$ cat config.mk
export PLATFORM = sky130hd
export DESIGN_NAME = ysyx_22040210_csr_unit_flat
export DESIGN_NICKNAME = d
export VERILOG_FILES = /design/src/rtl/ysyx_22040210_csr_unit_if.sv /design/src/rtl/ysyx_22040210_csr_unit.sv /design/src/flat_wrapper.sv
export SDC_FILE = /design/constraint.sdc
export NUM_CORES = 1
export LEC_CHECK = 0
export CELL_PAD_IN_SITES_DETAIL_PLACEMENT = 1
export CELL_PAD_IN_SITES_GLOBAL_PLACEMENT = 2
export CORE_AREA = 2 2 238 240
export CTS_BUF_LIST = sky130_fd_sc_hd__clkbuf_4
export DETAILED_ROUTE_END_ITERATION = 12
export DIE_AREA = 0 0 240 242
export PLACE_DENSITY_LB_ADDON = 0.2
export SYNTH_ARGS = -nofsm -noshare
export SYNTH_HDL_FRONTEND = slang
export SYNTH_SLANG_ARGS = --single-unit
$ cat constraint.sdc
create_clock -name clk -period 6.3 [get_ports clk]
set_input_delay 0.63 -clock clk [delete_from_list [all_inputs] [get_ports clk]]
set_output_delay 0.63 -clock clk [all_outputs]
set_load 0.01 [all_outputs]
$ cat src/rtl/ysyx_22040210_csr_unit_if.sv
`default_nettype none
// ==================================================================
// ysyx_22040210_csr_unit_if : port bundle of the machine-mode CSR unit.
// Rev 1.0
// ==================================================================
interface ysyx_22040210_csr_unit_if #(
   parameter int XLEN = 64,
   parameter int NRD  = 2
);
   logic                 we_i;
   logic [11:0]          waddr_i;
   logic [XLEN-1:0]      wdata_i;
   logic [NRD-1:0]       re_i;
   logic [NRD*12-1:0]    raddr_i;
   logic [NRD*XLEN-1:0]  rdata_o;
   logic                 trap_i;
   logic [XLEN-1:0]      trap_pc_i;
   logic [XLEN-1:0]      trap_cause_i;
   logic                 mret_i;
   logic                 retire_i;
   logic                 irq_timer_i;
   logic [XLEN-1:0]      trap_vec_o;
   logic [XLEN-1:0]      mepc_o;
   logic                 irq_pend_o;

   modport master (
      output we_i, waddr_i, wdata_i, re_i, raddr_i,
      output trap_i, trap_pc_i, trap_cause_i, mret_i, retire_i, irq_timer_i,
      input  rdata_o, trap_vec_o, mepc_o, irq_pend_o
   );

   modport slave (
      input  we_i, waddr_i, wdata_i, re_i, raddr_i,
      input  trap_i, trap_pc_i, trap_cause_i, mret_i, retire_i, irq_timer_i,
      output rdata_o, trap_vec_o, mepc_o, irq_pend_o
   );
endinterface
`default_nettype wire

$ cat src/rtl/ysyx_22040210_csr_unit.sv
`default_nettype none
// ==================================================================
// ysyx_22040210_csr_unit : M-mode CSRs, bypassed read ports, trap/mret, timer irq.
// Optional cycle/instret counters: YSYX_22040210_CSR_COUNTERS_EN.   Rev 1.0
// ==================================================================
module ysyx_22040210_csr_unit #(
   parameter int          XLEN        = 64,
   parameter int          NRD         = 2,
   parameter logic [63:0] MSTATUS_RST = 64'ha00001800
) (
   input  logic clk,
   input  logic rst_n,
   ysyx_22040210_csr_unit_if.slave bus
);
   localparam logic [11:0] A_MSTATUS  = 12'h300;
   localparam logic [11:0] A_MIE      = 12'h304;
   localparam logic [11:0] A_MTVEC    = 12'h305;
   localparam logic [11:0] A_MEPC     = 12'h341;
   localparam logic [11:0] A_MCAUSE   = 12'h342;
   localparam logic [11:0] A_MIP      = 12'h344;
   localparam logic [11:0] A_MCYCLE   = 12'hB00;
   localparam logic [11:0] A_MINSTRET = 12'hB02;

   localparam logic [XLEN-1:0] MST_RST   = MSTATUS_RST[XLEN-1:0];
   localparam logic [XLEN-1:0] MST_LIVE  = XLEN'(64'h1888);
   // Everything but MIE/MPIE is constant; MPP is hardwired to machine mode.
   localparam logic [XLEN-1:0] MST_FIXED = (MST_RST & ~MST_LIVE) | XLEN'(64'h1800);

   logic              mst_mie;
   logic              mst_mpie;
   logic              mie_mtie;
   logic              mip_mtip;
   logic              mtvec_vec;
   logic [XLEN-1:2]   mtvec_base;
   logic [XLEN-1:2]   mepc_q;
   logic [XLEN-1:0]   mcause_q;

   logic wr_mstatus, wr_mie, wr_mtvec, wr_mepc, wr_mcause;

   assign wr_mstatus = bus.we_i && (bus.waddr_i == A_MSTATUS) && !bus.trap_i && !bus.mret_i;
   assign wr_mie     = bus.we_i && (bus.waddr_i == A_MIE);
   assign wr_mtvec   = bus.we_i && (bus.waddr_i == A_MTVEC);
   assign wr_mepc    = bus.we_i && (bus.waddr_i == A_MEPC) && !bus.trap_i;
   assign wr_mcause  = bus.we_i && (bus.waddr_i == A_MCAUSE) && !bus.trap_i;

   always_ff @(posedge clk or negedge rst_n) begin
      if (!rst_n) begin
         mst_mie    <= MST_RST[3];
         mst_mpie   <= MST_RST[7];
         mie_mtie   <= 1'b0;
         mip_mtip   <= 1'b0;
         mtvec_vec  <= 1'b0;
         mtvec_base <= '0;
         mepc_q     <= '0;
         mcause_q   <= '0;
      end else begin
         mip_mtip <= bus.irq_timer_i;

         if (bus.trap_i) begin
            mst_mpie <= mst_mie;
            mst_mie  <= 1'b0;
         end else if (bus.mret_i) begin
            mst_mie  <= mst_mpie;
            mst_mpie <= 1'b1;
         end else if (wr_mstatus) begin
            mst_mie  <= bus.wdata_i[3];
            mst_mpie <= bus.wdata_i[7];
         end

         if (bus.trap_i) begin
            mepc_q   <= bus.trap_pc_i[XLEN-1:2];
            mcause_q <= bus.trap_cause_i;
         end else begin
            if (wr_mepc)   mepc_q   <= bus.wdata_i[XLEN-1:2];
            if (wr_mcause) mcause_q <= bus.wdata_i;
         end

         if (wr_mie) mie_mtie <= bus.wdata_i[7];

         // Reserved vector modes (1x) collapse to direct mode.
         if (wr_mtvec) begin
            mtvec_base <= bus.wdata_i[XLEN-1:2];
            mtvec_vec  <= (bus.wdata_i[1:0] == 2'b01);
         end
      end
   end

`ifdef YSYX_22040210_CSR_COUNTERS_EN
   logic [XLEN-1:0] mcycle_q;
   logic [XLEN-1:0] minstret_q;
   logic            wr_mcycle, wr_minstret;

   assign wr_mcycle   = bus.we_i && (bus.waddr_i == A_MCYCLE);
   assign wr_minstret = bus.we_i && (bus.waddr_i == A_MINSTRET);

   always_ff @(posedge clk or negedge rst_n) begin
      if (!rst_n) begin
         mcycle_q   <= '0;
         minstret_q <= '0;
      end else begin
         mcycle_q   <= wr_mcycle   ? bus.wdata_i : mcycle_q + XLEN'(1);
         minstret_q <= wr_minstret ? bus.wdata_i : minstret_q + XLEN'(bus.retire_i);
      end
   end
`else
   logic unused_retire;
   assign unused_retire = bus.retire_i;
`endif

   logic unused_pc_lsb;
   assign unused_pc_lsb = ^bus.trap_pc_i[1:0];

   function automatic logic writable(input logic [11:0] a);
      case (a)
         A_MSTATUS, A_MIE, A_MTVEC, A_MEPC, A_MCAUSE: writable = 1'b1;
`ifdef YSYX_22040210_CSR_COUNTERS_EN
         A_MCYCLE, A_MINSTRET:                        writable = 1'b1;
`endif
         default:                                     writable = 1'b0;
      endcase
   endfunction

   function automatic logic [XLEN-1:0] csr_value(input logic [11:0] a);
      case (a)
         A_MSTATUS:  csr_value = MST_FIXED | (XLEN'(mst_mie) << 3) | (XLEN'(mst_mpie) << 7);
         A_MIE:      csr_value = XLEN'(mie_mtie) << 7;
         A_MTVEC:    csr_value = {mtvec_base, 1'b0, mtvec_vec};
         A_MEPC:     csr_value = {mepc_q, 2'b00};
         A_MCAUSE:   csr_value = mcause_q;
         A_MIP:      csr_value = XLEN'(mip_mtip) << 7;
`ifdef YSYX_22040210_CSR_COUNTERS_EN
         A_MCYCLE:   csr_value = mcycle_q;
         A_MINSTRET: csr_value = minstret_q;
`endif
         default:    csr_value = '0;
      endcase
   endfunction

   logic [NRD*XLEN-1:0] rdata_flat;

   // Same-cycle bypass shows the WB write; trap/mret effects are only visible next cycle.
   always_comb begin
      rdata_flat = '0;
      for (int k = 0; k < NRD; k++) begin
         if (bus.re_i[k]) begin
            if (bus.we_i && (bus.waddr_i == bus.raddr_i[12*k +: 12]) && writable(bus.waddr_i))
               rdata_flat[k*XLEN +: XLEN] = bus.wdata_i;
            else
               rdata_flat[k*XLEN +: XLEN] = csr_value(bus.raddr_i[12*k +: 12]);
         end
      end
   end

   logic [XLEN-1:0] tvec_base;
   assign tvec_base = {mtvec_base, 2'b00};

   assign bus.rdata_o    = rdata_flat;
   assign bus.trap_vec_o = (mtvec_vec && bus.trap_cause_i[XLEN-1])
                         ? tvec_base + {bus.trap_cause_i[XLEN-3:0], 2'b00}
                         : tvec_base;
   assign bus.mepc_o     = {mepc_q, 2'b00};
   assign bus.irq_pend_o = mst_mie & mie_mtie & mip_mtip;

endmodule
`default_nettype wire

$ cat src/flat_wrapper.sv
// flat-port wrapper written by rule: the top's interface ports become plain ports
module ysyx_22040210_csr_unit_flat 
#(
   parameter int          XLEN        = 64,
   parameter int          NRD         = 2,
   parameter logic [63:0] MSTATUS_RST = 64'ha00001800
)
  (clk, rst_n, bus_we_i, bus_waddr_i, bus_wdata_i, bus_re_i, bus_raddr_i, bus_trap_i, bus_trap_pc_i, bus_trap_cause_i, bus_mret_i, bus_retire_i, bus_irq_timer_i, bus_rdata_o, bus_trap_vec_o, bus_mepc_o, bus_irq_pend_o);
  ysyx_22040210_csr_unit_if #(.XLEN(XLEN), .NRD(NRD)) bus_i ();
  input  logic clk;
  input  logic rst_n;
  input wire logic [$bits(bus_i.we_i)-1:0] bus_we_i;
  input wire logic [$bits(bus_i.waddr_i)-1:0] bus_waddr_i;
  input wire logic [$bits(bus_i.wdata_i)-1:0] bus_wdata_i;
  input wire logic [$bits(bus_i.re_i)-1:0] bus_re_i;
  input wire logic [$bits(bus_i.raddr_i)-1:0] bus_raddr_i;
  input wire logic [$bits(bus_i.trap_i)-1:0] bus_trap_i;
  input wire logic [$bits(bus_i.trap_pc_i)-1:0] bus_trap_pc_i;
  input wire logic [$bits(bus_i.trap_cause_i)-1:0] bus_trap_cause_i;
  input wire logic [$bits(bus_i.mret_i)-1:0] bus_mret_i;
  input wire logic [$bits(bus_i.retire_i)-1:0] bus_retire_i;
  input wire logic [$bits(bus_i.irq_timer_i)-1:0] bus_irq_timer_i;
  output wire logic [$bits(bus_i.rdata_o)-1:0] bus_rdata_o;
  output wire logic [$bits(bus_i.trap_vec_o)-1:0] bus_trap_vec_o;
  output wire logic [$bits(bus_i.mepc_o)-1:0] bus_mepc_o;
  output wire logic [$bits(bus_i.irq_pend_o)-1:0] bus_irq_pend_o;
  assign bus_i.we_i = bus_we_i;
  assign bus_i.waddr_i = bus_waddr_i;
  assign bus_i.wdata_i = bus_wdata_i;
  assign bus_i.re_i = bus_re_i;
  assign bus_i.raddr_i = bus_raddr_i;
  assign bus_i.trap_i = bus_trap_i;
  assign bus_i.trap_pc_i = bus_trap_pc_i;
  assign bus_i.trap_cause_i = bus_trap_cause_i;
  assign bus_i.mret_i = bus_mret_i;
  assign bus_i.retire_i = bus_retire_i;
  assign bus_i.irq_timer_i = bus_irq_timer_i;
  assign bus_rdata_o = bus_i.rdata_o;
  assign bus_trap_vec_o = bus_i.trap_vec_o;
  assign bus_mepc_o = bus_i.mepc_o;
  assign bus_irq_pend_o = bus_i.irq_pend_o;
  ysyx_22040210_csr_unit #(.XLEN(XLEN), .NRD(NRD), .MSTATUS_RST(MSTATUS_RST)) u_core (.clk(clk), .rst_n(rst_n), .bus(bus_i));
endmodule
==> results_dict.tcl <==
set metrics [dict create \
    clock_latency_ps 770 \
    totalWireLength_um 81310 \
    setup_viol 0 \
    hold_viol 0 \
    worstPathArrival_ps 5160 \
    async_flop_share_pct 100.0 \
    synth.distinct_cells 77 \
    fp-row-count 87 \
    num_vias 17960 \
    cp_num_cells 13 \
    post-route-util_pct 40.01 \
    synth_top_cell_area_share_pct 29.21 \
    fin_crit_sh_pct 91.84 \
    ios 494 \
    path_buf_inv 1 \
    cp_top_family "compound AO/OA/AOI/OAI gates" \
    die_h_um 242 \
    drive_above_1_share_pct 6.726 \
    power_frac_clock_pct 29.4 \
    start_kind "flop" \
    dieArea_um2 58080 \
    p_int_mw 1.982 \
    grt_start_max_net_pins 110 \
    cp_slowest_cell "clkdlybuf4s50_1" \
    portBuffers 486 \
    overflow 0 \
    slew_headroom_pct 18.58 \
    cts_setup_buffers 0 \
    cts_tree "built" \
    stdcell_count 3109 \
    yosys_warnings 0 \
    coreArea_um2 55730 \
    hold_slack_ps 291.6 \
    synth_ff_type "dfrtp_1" \
    synth_area_leaders "dfrtp_1 29%, nand2_1 8.6%, mux2i_1 7.7%" \
    synth.most_common_cell "nand2_1" \
    min_period_ps 5786 \
    htree_levels 4 \
    syn2layout_area_growth_pct 34.88 \
    synth_seq_cells 193 \
    status "complete, no violations" \
    power_density_nw_per_um2 133.6 \
    hold_depth 1 \
    synth_common_cells "378 x nand2_1, 246 x o21ai_0, 193 x dfrtp_1" \
    seq_area_frac_synth_pct 29.21 \
    fin_skew_ps 0.6697 \
    path_cells "ha_1 > fa_1 > a21o_1 > a221oi_2 > o2111ai_1 > and3_1 > o2111ai_1 > a21oi_1 > o2111ai_2 > a211oi_1 > o21a_1 > o31ai_1 > clkdlybuf4s50_1" \
    clk_pin_slew_worst_paths_ps 170 \
    ff2ff_path_depth 3 \
    worstPathRequired_ps 5670 \
    numClockSinks 193 \
    antenna_found_initial 8 \
    cts_hold_buf 1 \
    synthXorXnorAreaFrac_pct 4.291 \
    rsz0062_at_grt "false" \
    synth.largest_area_cell "dfrtp_1" \
    pwr-share-comb_pct 23.6 \
    hold_class "input pin to flop" \
    synth_edf_count 0 \
    p_leak_nw 10.18 \
    num-fill-cells 6596 \
    power.switching_mw 0.9974 \
    grt_util_all_layers_pct 27.45 \
    maxCapViolations 0 \
    tns_ps 0 \
    routabilityCongestion 0.8306 \
    worst_pin_slew_ps 1221 \
    clk_path_buf_depth 2 \
    place_inst 3073 \
    fmax_mhz 172.8 \
    yosys.area_share.simple_pct 15.42 \
    ant_nets 0 \
    drt-pass1-iter-count 9 \
    grt_pass1_wl_um 121400 \
    syn_area_um2 16530 \
    critPathMaxFanout 5 \
    avgSynthCellArea_um2 8.329 \
    seqCellArea_um2 4830 \
    synth.mux.area_fraction_pct 12.45 \
    path_class "flop to output pin" \
    drc_errors 0 \
    synth_top_family_by_area "compound AO/OA/AOI/OAI gates" \
    cts-root-buf "clkbuf_4" \
    layout.nets 2636 \
    max_stage_delay_ps 610 \
    wl_per_cell_um 26.15 \
    numCtsBuffers 17 \
    p_seq_share_pct 47.0 \
    start_util_pct 29.67 \
    yosys.area_share.adder_pct 4.737 \
    drtIter0Drc 1664 \
    multi_input_area_um2 10990 \
    postLayoutCellArea_um2 22300 \
    synthCells 1985 \
    synth_compound_area_share_pct 28.97 \
    cts_resized 0 \
    cp-end-kind "output pin" \
    vias_per_cell 5.776 \
    die_w_um 240 \
    hpwlAfterDp_um 57150 \
    p_sw_share_pct 33.48 \
    path_common_cell "o2111ai_1" \
    drv_slew 0 \
    vdd_ir_drop_max_mv 0.1378 \
    first_global_vias 18590 \
    postPlaceCellArea_um2 21950 \
]
[routing by layer]
layer  GRT usage (%)  vias to the layer above  part of all wire [%]
met3           5.492                      102                   6.1
met2           45.83                      613                    48
met4           7.892                       10                   2.2
li1                -                     8153                     -
met1           35.68                     9080                    44
met5               0                        -                 0.079
[state kept, by name, summed over array words and instances (netlist names)]
signal / cells
u_core.mcause_q: 64
u_core.mepc_q: 62
u_core.mtvec_base: 62
u_core.mie_mtie: 1
u_core.mip_mtip: 1
u_core.mst_mie: 1
u_core.mst_mpie: 1
u_core.mtvec_vec: 1
[worst paths after layout]
| kind | endpoint | start | slack [ps] |
|---|---|---|---|
| setup / recovery | bus_trap_vec_o[60] | u_core.mtvec_base[2]$_DFFE_PN0P_ | 510 |
| hold / removal | u_core.mip_mtip$_DFF_PN0_ | bus_irq_timer_i | 290 |
| min in group asynchronous | u_core.mepc_q[60]$_DFFE_PN0P_ | rst_n | 400 |
| max in group asynchronous | u_core.mepc_q[28]$_DFFE_PN0P_ | rst_n | 4650 |
| hold reg to reg | u_core.mie_mtie$_DFFE_PN0P_ | u_core.mie_mtie$_DFFE_PN0P_ | 610 |
| setup reg to reg | u_core.mst_mpie$_DFFE_PN0P_ | u_core.mst_mie$_DFFE_PN0P_ | 5250 |
[cell type report]
| class | instances | area share (%) |
|---|---|---|
| Multi-Input combinational cell | 1592 | 49.27 |
| Timing Repair Buffer | 514 | 22.98 |
| Sequential cell | 193 | 21.66 |
| Tap cell | 756 | 4.242 |
| Clock inverter | 11 | 0.8079 |
| Clock buffer | 20 | 0.6733 |
| Inverter | 19 | 0.3198 |
| Antenna cell | 4 | 0.04489 |
[cells in the final DEF (no fill, tap or decap), types with 56 or more instances in the layout]
cell | netlist | layout
nand2_1 | 378 | 377
ha_1 | 61 | 61
o21ai_0 | 246 | 246
xnor2_1 | 56 | 56
a21oi_1 | 77 | 77
a222oi_1 | 118 | 118
mux2_2 | 66 | 66
o211a_1 | 89 | 89
clkdlybuf4s50_1 | 0 | 482
mux2i_1 | 128 | 128
dfrtp_1 | 193 | 193
[worst register-to-register path, stage by stage, from the launching register on]
cell     delay, ps
dfrtp_1        480
nand2_1        100
o21ai_0         90
mux2_2         290
[cell families (layout without fill, tap and decap cells)]
family,count (synthesis),count (layout)
mux,197,197
simple gates,579,579
buf+inv,203,564
other cells,1,8
flops,193,193
fa+ha+maj,62,62
xor+xnor,81,81
compound gates,669,669
[through the flow]
step	total power, mW	setup slack (ps)
after floorplan	1.666	2408
after global placement	2.107	584.8
after detailed placement	2.125	555.7
after CTS	3.016	295.0
after global routing	3.114	187.1
final	2.980	514.1
[power groups by stage]
stage               combinational (mW)  clock, mW  sequential [mW]
floorplan                        0.256          0             1.41
global placement                 0.694          0             1.41
detailed placement               0.704          0             1.42
CTS                              0.710      0.908             1.40
global route                     0.763      0.939             1.41
finish                           0.703      0.876             1.40
No activity file was read; power rests on OpenSTA's default activity.
